$ cat config.mk
export PLATFORM = sky130hd
export DESIGN_NAME = dsp_multich_ber
export DESIGN_NICKNAME = d
export VERILOG_FILES = /design/src/rtl/dsp_multich_ber.sv
export SDC_FILE = /design/constraint.sdc
export NUM_CORES = 2
export LEC_CHECK = 0
export BUFFER_PORTS_ARGS = -buffer_cell sky130_fd_sc_hd__buf_2
export CORE_MARGIN = 4
export CORE_UTILIZATION = 56
export DETAILED_ROUTE_END_ITERATION = 7
export MAX_ROUTING_LAYER = met4
export PLACE_DENSITY = 0.81
export RECOVER_POWER = 50
export SLEW_MARGIN = 20
export SYNTH_ARGS = -nofsm -noshare
export SYNTH_HDL_FRONTEND = slang
export SYNTH_SLANG_ARGS = --single-unit
export TNS_END_PERCENT = 5
$ cat constraint.sdc
create_clock -name clk -period 5.3 [get_ports clk]
set_input_delay 0.795 -clock clk [delete_from_list [all_inputs] [get_ports clk]]
set_output_delay 0.795 -clock clk [all_outputs]
set_load 0.01 [all_outputs]
$ cat src/rtl/dsp_multich_ber.sv
// dsp_multich_ber
// Multi-channel PRBS9 link tester. Generates N_CH independent PRBS9 symbol
// streams (one symbol per N_PHASES clocks), samples N_CH oversampled receive
// streams at a selectable phase, searches each channel for the best delay
// against a local PRBS9 reference, then locks and accumulates saturating
// sample/error counters.
//
// Optional feature: define DSP_ERR_INJECT_EN to add i_err_inject, whose rising
// edge inverts o_tx_data[0] for exactly the next transmitted symbol.
//
// Ports:
//   clk           clock
//   i_rstn        synchronous active-low reset
//   i_en_tx       transmit PRBS advance enable
//   i_en_rx       receive / BER enable
//   i_phase_sel   receive sampling phase (values >= N_PHASES never fire)
//   i_rx_data     oversampled received bit per channel
//   i_err_inject  (DSP_ERR_INJECT_EN only) error-inject request, edge sensitive
//   o_tx_data     transmitted PRBS bit per channel
//   o_valid       symbol strobe (phase count == 0)
//   o_lock        per-channel lock flag
//   o_ber_zero    all channels locked with zero errors
//   o_ber_samp    per-channel compared-symbol counters (packed, ch0 in LSBs)
//   o_ber_error   per-channel error counters (packed, ch0 in LSBs)
module dsp_multich_ber #(
    parameter int                N_CH       = 2,
    parameter logic [9*N_CH-1:0] SEEDS      = {N_CH{9'h1AA}},
    parameter int                N_PHASES   = 4,
    parameter int                NB_PHASE   = 2,
    parameter int                N_SAMPLES  = 511,
    parameter int                N_POS      = 511,
    parameter int                NB_BER_CNT = 64
) (
    input  logic                         clk,
    input  logic                         i_rstn,
    input  logic                         i_en_tx,
    input  logic                         i_en_rx,
    input  logic [NB_PHASE-1:0]          i_phase_sel,
    input  logic [N_CH-1:0]              i_rx_data,
`ifdef DSP_ERR_INJECT_EN
    input  logic                         i_err_inject,
`endif
    output logic [N_CH-1:0]              o_tx_data,
    output logic                         o_valid,
    output logic [N_CH-1:0]              o_lock,
    output logic                         o_ber_zero,
    output logic [N_CH*NB_BER_CNT-1:0]   o_ber_samp,
    output logic [N_CH*NB_BER_CNT-1:0]   o_ber_error
);

    // Sample index and per-position error count widths; the error count is
    // one value wider than needed so its all-ones reset exceeds any real count.
    localparam int NB_SIDX = $clog2(N_SAMPLES + 1);
    localparam int NB_SCNT = $clog2(N_SAMPLES + 2);

    typedef enum logic [1:0] {ST_IDLE, ST_SEARCH, ST_LOCK} state_t;

    // ---------------- phase counter ----------------
    logic [NB_PHASE-1:0] ph_q, ph_d;
    logic                sym_stb, rx_stb;

    always_comb begin
        ph_d = (ph_q == NB_PHASE'(N_PHASES - 1)) ? '0 : ph_q + NB_PHASE'(1);
    end

    always_ff @(posedge clk) begin
        if (!i_rstn) ph_q <= '0;
        else         ph_q <= ph_d;
    end

    assign sym_stb = (ph_q == '0);
    assign rx_stb  = (ph_q == i_phase_sel);
    assign o_valid = sym_stb;

    // ---------------- error injection on channel 0 ----------------
    logic [N_CH-1:0] tx_inv;
`ifdef DSP_ERR_INJECT_EN
    logic inj_q, arm_q, arm_d, inv_q, inv_d;

    // A rising edge arms the inverter; the inversion window opens at the next
    // symbol boundary and closes at the one after.
    always_comb begin
        arm_d = arm_q | (i_err_inject & ~inj_q);
        inv_d = inv_q;
        if (sym_stb) begin
            inv_d = arm_d;
            arm_d = 1'b0;
        end
    end

    always_ff @(posedge clk) begin
        if (!i_rstn) begin
            inj_q <= 1'b0;
            arm_q <= 1'b0;
            inv_q <= 1'b0;
        end else begin
            inj_q <= i_err_inject;
            arm_q <= arm_d;
            inv_q <= inv_d;
        end
    end

    assign tx_inv = N_CH'(inv_q);
`else
    assign tx_inv = '0;
`endif

    // ---------------- per-channel datapath and FSM ----------------
    logic [N_CH-1:0] err_zero;

    for (genvar gi = 0; gi < N_CH; gi++) begin : g_ch
        state_t                state_q, state_d;
        logic [8:0]            tx_q, tx_d, ref_q, ref_d;
        logic [510:0]          dl_q, dl_d;
        logic [8:0]            pos_q, pos_d, argmin_q, argmin_d;
        logic [NB_SIDX-1:0]    sidx_q, sidx_d;
        logic [NB_SCNT-1:0]    perr_q, perr_d, min_q, min_d, perr_fin;
        logic [NB_BER_CNT-1:0] samp_q, samp_d, err_q, err_d;
        logic                  mism, last_samp, last_pos, better, lock;

        assign mism      = i_rx_data[gi] ^ dl_q[pos_q];
        assign perr_fin  = perr_q + NB_SCNT'(mism);
        assign last_samp = (sidx_q == NB_SIDX'(N_SAMPLES - 1));
        assign last_pos  = (pos_q == 9'(N_POS - 1));
        assign better    = (perr_fin < min_q);   // strict: ties keep earlier pos

        // state register
        always_ff @(posedge clk) begin
            if (!i_rstn) state_q <= ST_IDLE;
            else         state_q <= state_d;
        end

        // next-state logic
        always_comb begin
            state_d = state_q;
            if (!i_en_rx) begin
                state_d = ST_IDLE;
            end else begin
                case (state_q)
                    ST_IDLE:   state_d = ST_SEARCH;
                    ST_SEARCH: if (rx_stb && last_samp && last_pos) state_d = ST_LOCK;
                    ST_LOCK:   state_d = ST_LOCK;
                    default:   state_d = ST_IDLE;
                endcase
            end
        end

        // output logic
        always_comb begin
            lock = (state_q == ST_LOCK);
        end

        // datapath next-state
        always_comb begin
            tx_d     = tx_q;
            ref_d    = ref_q;
            dl_d     = dl_q;
            pos_d    = pos_q;
            argmin_d = argmin_q;
            sidx_d   = sidx_q;
            perr_d   = perr_q;
            min_d    = min_q;
            samp_d   = samp_q;
            err_d    = err_q;

            if (sym_stb && i_en_tx) tx_d = {tx_q[7:0], tx_q[8] ^ tx_q[4]};

            // Reference runs whenever receive is enabled, independent of state,
            // so the delay line keeps a full history of recent reference bits.
            if (rx_stb && i_en_rx) begin
                ref_d = {ref_q[7:0], ref_q[8] ^ ref_q[4]};
                dl_d  = {dl_q[509:0], ref_q[8]};
            end

            case (state_q)
                ST_IDLE: begin
                    pos_d = '0;
                    if (i_en_rx) begin
                        sidx_d   = '0;
                        perr_d   = '0;
                        min_d    = '1;
                        argmin_d = '0;
                        samp_d   = '0;
                        err_d    = '0;
                    end
                end
                ST_SEARCH: begin
                    if (i_en_rx && rx_stb) begin
                        if (last_samp) begin
                            sidx_d = '0;
                            perr_d = '0;
                            if (better) begin
                                min_d    = perr_fin;
                                argmin_d = pos_q;
                            end
                            if (last_pos) begin
                                pos_d  = better ? pos_q : argmin_q;
                                samp_d = '0;
                                err_d  = '0;
                            end else begin
                                pos_d = pos_q + 9'd1;
                            end
                        end else begin
                            sidx_d = sidx_q + NB_SIDX'(1);
                            perr_d = perr_fin;
                        end
                    end
                end
                ST_LOCK: begin
                    if (i_en_rx && rx_stb) begin
                        if (!(&samp_q))        samp_d = samp_q + NB_BER_CNT'(1);
                        if (mism && !(&err_q)) err_d  = err_q + NB_BER_CNT'(1);
                    end
                end
                default: ;
            endcase
        end

        always_ff @(posedge clk) begin
            if (!i_rstn) begin
                tx_q     <= SEEDS[9*gi +: 9];
                ref_q    <= SEEDS[9*gi +: 9];
                dl_q     <= '0;
                pos_q    <= '0;
                argmin_q <= '0;
                sidx_q   <= '0;
                perr_q   <= '0;
                min_q    <= '1;
                samp_q   <= '0;
                err_q    <= '0;
            end else begin
                tx_q     <= tx_d;
                ref_q    <= ref_d;
                dl_q     <= dl_d;
                pos_q    <= pos_d;
                argmin_q <= argmin_d;
                sidx_q   <= sidx_d;
                perr_q   <= perr_d;
                min_q    <= min_d;
                samp_q   <= samp_d;
                err_q    <= err_d;
            end
        end

        assign o_tx_data[gi]                            = tx_q[8] ^ tx_inv[gi];
        assign o_lock[gi]                               = lock;
        assign o_ber_samp[gi*NB_BER_CNT +: NB_BER_CNT]  = samp_q;
        assign o_ber_error[gi*NB_BER_CNT +: NB_BER_CNT] = err_q;
        assign err_zero[gi]                             = (err_q == '0);
    end

    assign o_ber_zero = (&o_lock) & (&err_zero);

endmodule
-- After elaboration in Yosys (flattened, before gate mapping)
Cells that the tools add are included.
- $add $sub $neg: 11
- muxes and demuxes: 66
- eq/ne operators: 28
- magnitude comparators: 4
- bitwise operators: 8
- reductions and logical operators: 39
- operators by type and width (operator ; count):
    64-bit 2-to-1 mux ; 15
    64-bit case mux with 3 select lines ; 4
    64-bit by 1-bit adder with 64-bit output (second input constant) ; 4
    64-bit AND reduction ; 4
    9-bit 2-to-1 mux ; 17
    64-bit logical NOT ; 2
    10-bit 2-to-1 mux ; 12
    9-bit case mux with 2 select lines ; 6
    10-bit case mux with 2 select lines ; 4
    9-bit by 1-bit adder with 9-bit output (second input constant) ; 4
    9-bit equality test (second input constant) ; 4
    2-bit inequality test (second input constant) ; 14
    7-bit AND reduction ; 4
    10-bit by 1-bit adder with 10-bit output ; 2
    10-bit < comparator ; 2
    9-bit by 10-bit < comparator with 1-bit output (second input constant) ; 2
    1-bit binary-select mux with 9-bit select ; 2
    2-bit case mux with 3 select lines ; 2
    3-bit AND reduction ; 4
    5-bit AND reduction ; 2
    1-bit logical AND ; 8
    2-bit by 1-bit inequality test with 1-bit output (second input constant) ; 4
    4-bit AND reduction ; 2
    2-bit equality test (second input constant) ; 3
    14 further kinds ; 29
- flip-flop bits (word level): 1414
- output and inout port bits: 262
- input bits: 8

-- Depth between registers and ports, before layout
- word-level depth: 10
- depth in mapped cells: 27
- depth with buffers taken out: 21

-- Worst setup path before layout
No wires, ideal clock.
- kind: reg2reg
- start point: register g_ch[0].pos_q[0]
- end point: register g_ch[0].argmin_q[0]
- buffers on the path: 2
- slack: -185 ps
- required time: 5234 ps
- setup time: 66 ps
- stages on the path, launching flop included: 23
- arrival time: 5420 ps
- path through: dfxtp_1 -> buf_4 -> buf_6 -> mux4_2 -> o21ai_0 -> o21ai_1 -> a211oi_1 -> nand3_1 -> o22a_1 -> o211ai_4 -> ha_1 -> and3_1 -> nand3_1 -> nor2_1 -> nand3_1 -> xnor2_1 -> ha_1 -> or4_1 -> a21oi_1 -> nor3_1 -> or2_2 -> nor4_1 -> a32o_1
- longest elaborated chain between the ends: 9
- RTL lines (what ; RTL line ; RTL):
    start: declaration ; 115 ; logic [8:0] pos_q, pos_d, argmin_q, argmin_d;
    start signal: assignment ; 235 ; pos_q <= pos_d;
    1-bit binary-select mux with 9-bit select ; 121 ; assign mism = i_rx_data[gi] ^ dl_q[pos_q];
    1-bit 2-to-1 mux (implied by the code) ; 121 ;
    1-bit bitwise XOR ; 121 ;
    10-bit by 1-bit adder with 10-bit output ; 122 ; assign perr_fin = perr_q + NB_SCNT'(mism);
    10-bit < comparator ; 125 ; assign better = (perr_fin < min_q);
    9-bit 2-to-1 mux * ; 192 ; if (better) begin
    9-bit 2-to-1 mux * ; 189 ; if (last_samp) begin
    9-bit 2-to-1 mux * ; 188 ; if (i_en_rx && rx_stb) begin
    9-bit case mux with 2 select lines * ; 175 ; case (state_q)
    end signal: assignment ; 236 ; argmin_q <= argmin_d;
    end: declaration ; 115 ;
Mark *: on every way between the ends. The rest lies on a longest branch, timed or not. The select of a mux whose other input is x is not followed.
A chain may end at the register's enable or synchronous reset.

-- Final worst setup path
- start point: register g_ch[1].pos_q[0]
- end point: register g_ch[1].argmin_q[1]
- longest elaborated chain between the ends: 9
- RTL lines (what ; RTL line):
    start: declaration ; 115
    start signal: assignment ; 235
    1-bit binary-select mux with 9-bit select ; 121
    1-bit 2-to-1 mux (implied by the code) ; 121
    1-bit bitwise XOR ; 121
    10-bit by 1-bit adder with 10-bit output ; 122
    10-bit < comparator ; 125
    9-bit 2-to-1 mux (3 in series) ; -
    9-bit case mux with 2 select lines ; -
    end signal: assignment ; 236
    end: declaration ; 115
Every way passes these cells. The select of a mux whose other input is x is not followed.

==> metrics.md <==
| Metric | Value |
|---|---|
| Run status | `complete, but fails checks` |
| Violations in the final reports | `negative setup slack` |
| Maximum root-to-sink buffer count | `3` |
| Filler Cells Inserted | `between 8,000 and 9,000` |
| Routed wire length | `approximately 170 mm` |
| DRC Markers | `0` |
| Initial DRC count | `about 6,400` |
| Nature of the critical path endpoint | `register` |
| Final total power | `between 20 and 25 mW` |
| Number of enable flip-flop cells after synthesis | `0` |
| Wire length per cell after detailed routing | `roughly 18 microns` |
| Worst setup path category | `reg2reg` |
| TritonCTS clock tree | `done` |
| Post-DP Area | `approximately 0.067 sq mm` |
| Area of the die | `roughly 0.12 sq mm` |
| Y dimension of the die | `~340 microns` |
| Sequential element share of the synthesized area | `0.447` |
| Top cells by area, synth | `sky130_fd_sc_hd__dfxtp_1 (45%), sky130_fd_sc_hd__nand2_1 (14%), sky130_fd_sc_hd__a21oi_1 (9.5%)` |
| Vias per inst | `between 5 and 6` |
| Maximum vdd ir drop | `~0.00036 V` |
| Data arrival time of the critical path | `between 6000 and 7000 ps` |
| Horizontal die dimension | `344 microns` |
| Post-route design area | `approximately 0.073 sq mm` |
| Clock latency on the worst-skew pair | `770 ps` |
| Worst-path maximum fanout | `10` |
| Synthesis-stage register bit count | `between 1,000 and 1,500` |
| Synth area leader | `sky130_fd_sc_hd__dfxtp_1` |
| Warnings, synthesis | `0` |
| Async set or reset register ratio after synthesis | `0` |
| Antenna violations before repair | `5` |
| Post-synthesis cell area | `0.0633 sq mm` |
| Core box area | `0.112 sq mm` |
| Overall via count from detail_route | `~57,000` |
| P per Cell Area | `308 mW/mm^2` |
| Final-report setup violation count | `44` |
| Max_cap viols | `0` |
| Total nets after synthesis | `between 7,000 and 8,000` |
| Type of element launching the critical path | `register` |
| Number of buffers added by the clock tree synthesis step | `145` |
| Required @ worst endpoint | `approximately 6000 ps` |
| Top cell type's share of synthesized area | `0.447` |
| Share of the clock period used by the worst path | `1.03` |
| Primary FF master, synth | `sky130_fd_sc_hd__dfxtp_1` |
| Final setup slack of the worst path | `-157 ps` |
| Number of cells in the design after placement | `9,238` |
| Fin cells | `~9,500` |
| Number of endpoints with negative hold slack in the final report | `0` |
| Mean area per synthesized cell | `8.17 sq um` |
| Fmax | `between 150 and 200 MHz` |
| Worst Skew | `between 20 and 25 ps` |
| Count of unique library cells instantiated by Yosys | `99` |
| Max Transition Viols Final | `0` |
| Via count of the first global-routing pass | `53,100` |
| Pin count of the biggest net entering global routing | `between 200 and 250` |
| Worst setup timing slack at the placement stage | `-576 ps` |
| Area overhead of the layout relative to synthesis | `15.0%` |
| GRT overflow | `0` |
| Pleak | `24.7 nW` |
| Hold Buf Count CTS | `0` |
| Share of the core filled with cells in the final layout | `0.648` |
| Cell chosen for the clock root | `sky130_fd_sc_hd__clkbuf_16` |
| Total iterations of the first detailed-routing run | `8` |
| Share of layout cells above drive strength 1 | `0.149` |
| Most frequent cell on the critical path | `sky130_fd_sc_hd__buf_12` |
| Total global-route track usage | `0.282` |
| Remaining antenna violation count | `0` |
| Total Nets Final | `between 7,000 and 8,000` |
| Clock sink total | `~1,400` |
| Port Buffers | `roughly 270` |
| Slowest cell delay on critical path | `480 ps` |
| CTS H-tree lvls | `4` |
| Setup repair after global routing missed its margin | `true` |
| Wire length of the first global-routing pass | `between 200 and 300 mm` |
| Number of top-level design ports | `270` |
| Class of the tightest hold or removal check | `reg2reg` |
| Syn Inst Count | `7,742` |
| Slew HR | `0.202` |
| Worst reg-to-reg setup slack | `-160 ps` |
| Worst slew pin tran | `1200 ps` |
| Total number of placement rows | `about 120` |
| Routability Congestion | `between 0.9 and 1` |
| CP max stage cell | `sky130_fd_sc_hd__mux4_2` |
| Post-DP HPWL | `108 mm` |
| Final Critical Period | `5460 ps` |
| Initial Util | `0.563` |
| Clock transition at path regs | `about 60 ps` |
## what timing repair did
item,4_1_cts,5_1_grt
setup buffers,15,15
gates resized for setup,55,70
cloned,3,5
pin swaps,40,39
setup endpoints to repair,56,56
## worst max-delay path, delay by kind of cell, from the launching register on
kind	cells	cell delay, ps
adders and majority gates	2	460
and+or+nand+nor	8	1840
DFF	1	370
xor gates and xnor gates	1	270
buffers and inverters	5	780
muxes	2	650
AOI/OAI and AO/OA	7	980
## stage by stage
stage / TNS [ps] / hold WS (ps)
2_1_floorplan: -964 / 432
3_3_place_gp: -16920 / 438
3_5_place_dp: -23330 / 445
4_1_cts: -1300 / 418
5_1_grt: -12330 / 443
6_report: -4060 / 448
## Yosys cell counts, drive strengths merged (8+ instances only)
library cell,count
nand4,80
or2,14
mux4,211
mux2,18
o211ai,9
xor2,90
dfxtp,1414
nand2,2372
o21ai,158
nand3b,8
or4,32
mux2i,132
nor4,50
nor2,291
a21o,20
and4,31
a31oi,44
a32o,17
or3,62
a22o,11
clkbuf,437
a211oi,18
o221ai,9
buf,126
nor3b,9
nand3,180
and2,35
o31ai,36
a22oi,58
nor3,91
a21oi,1203
a221oi,10
and3,53
xnor2,50
nor2b,31
ha,45
o22ai,41
inv,124
nand2b,20
## cell families (layout without fill, tap and decap cells)
logic type / after synthesis / after routing / synth area share
flip-flops: 1414 / 1414 / 0.447
other: 0 / 6 / 0
XOR/XNOR: 140 / 140 / 0.0194
buffers and inverters: 688 / 982 / 0.0460
AO/OA/AOI/OAI: 1714 / 1714 / 0.151
AND/OR/NAND/NOR: 3380 / 3380 / 0.228
multiplexers: 361 / 361 / 0.0992
adder cells (fa/ha/maj): 45 / 45 / 0.00890
## registers in the layout, summed over array words and instances (netlist names)
register / cells
g_ch.dl_q: 1022
g_ch.err_q: 128
g_ch.samp_q: 128
g_ch.min_q: 20
g_ch.perr_q: 20
g_ch.argmin_q: 18
g_ch.pos_q: 18
g_ch.ref_q: 18
g_ch.sidx_q: 18
g_ch.tx_q: 18
g_ch.state_q: 4
ph_q: 2
## layout make-up
type / instances / area, sq um / area share
Antenna cell: 6 / 15.0 / 0.000206
Inverter: 125 / 477 / 0.00655
Multi-Input combinational cell: 5640 / 32700 / 0.449
Clock buffer: 205 / 4220 / 0.0580
Timing Repair Buffer: 597 / 4460 / 0.0612
Sequential cell: 1414 / 28300 / 0.389
Clock inverter: 55 / 727 / 0.00999
Tap cell: 1500 / 1880 / 0.0258
## layout by cell type (no fill, tap or decap), drive strengths merged, types with 17 or more instances in the layout
cell    instances
mux2i         132
inv           133
a21o           20
buf           593
nand2        2372
dfxtp        1414
xnor2          50
nor2b          31
a21oi        1203
ha             45
a211oi         18
or4            32
o22ai          41
o31ai          36
or3            62
nand3         180
mux4          211
and4           31
clkinv         30
mux2           18
nor2          291
clkbuf        207
a31oi          44
o21ai         158
xor2           90
nor3           91
nand2b         20
a22oi          58
and3           53
and2           35
a32o           17
nor4           50
nand4          80
## layer usage
metal / vias to the layer above / wire length [microns] / global-route usage
met2: 2409 / 81000 / 0.450
met3: 358 / 14300 / 0.0465
li1: 27100 / - / -
met4: 0 / 4610 / 0.0874
met1: 27200 / 70800 / 0.370
met5: - / 0 / -
## path summary, 6_finish.rpt
check	depth (start not counted)	to	start
worst min register to register	2	g_ch[1].ref_q[6]$_SDFFE_PN0P_	g_ch[1].ref_q[5]$_SDFFE_PN1P_
worst max register to register	25	g_ch[1].argmin_q[1]$_SDFFE_PN0P_	g_ch[1].pos_q[0]$_SDFFE_PN0P_
worst min-delay path	2	g_ch[1].ref_q[6]$_SDFFE_PN0P_	g_ch[1].ref_q[5]$_SDFFE_PN1P_
worst max-delay path	25	g_ch[1].argmin_q[1]$_SDFFE_PN0P_	g_ch[1].pos_q[0]$_SDFFE_PN0P_
## power by group
group	total [mW]	internal, mW	switching [mW]
Sequential	10.7	10.7	0.0333
Combinational	1.23	0.253	0.976
Clock	10.5	6.11	4.40
Total	22.4	17.0	5.41
No activity file was read; power rests on OpenSTA's default activity.
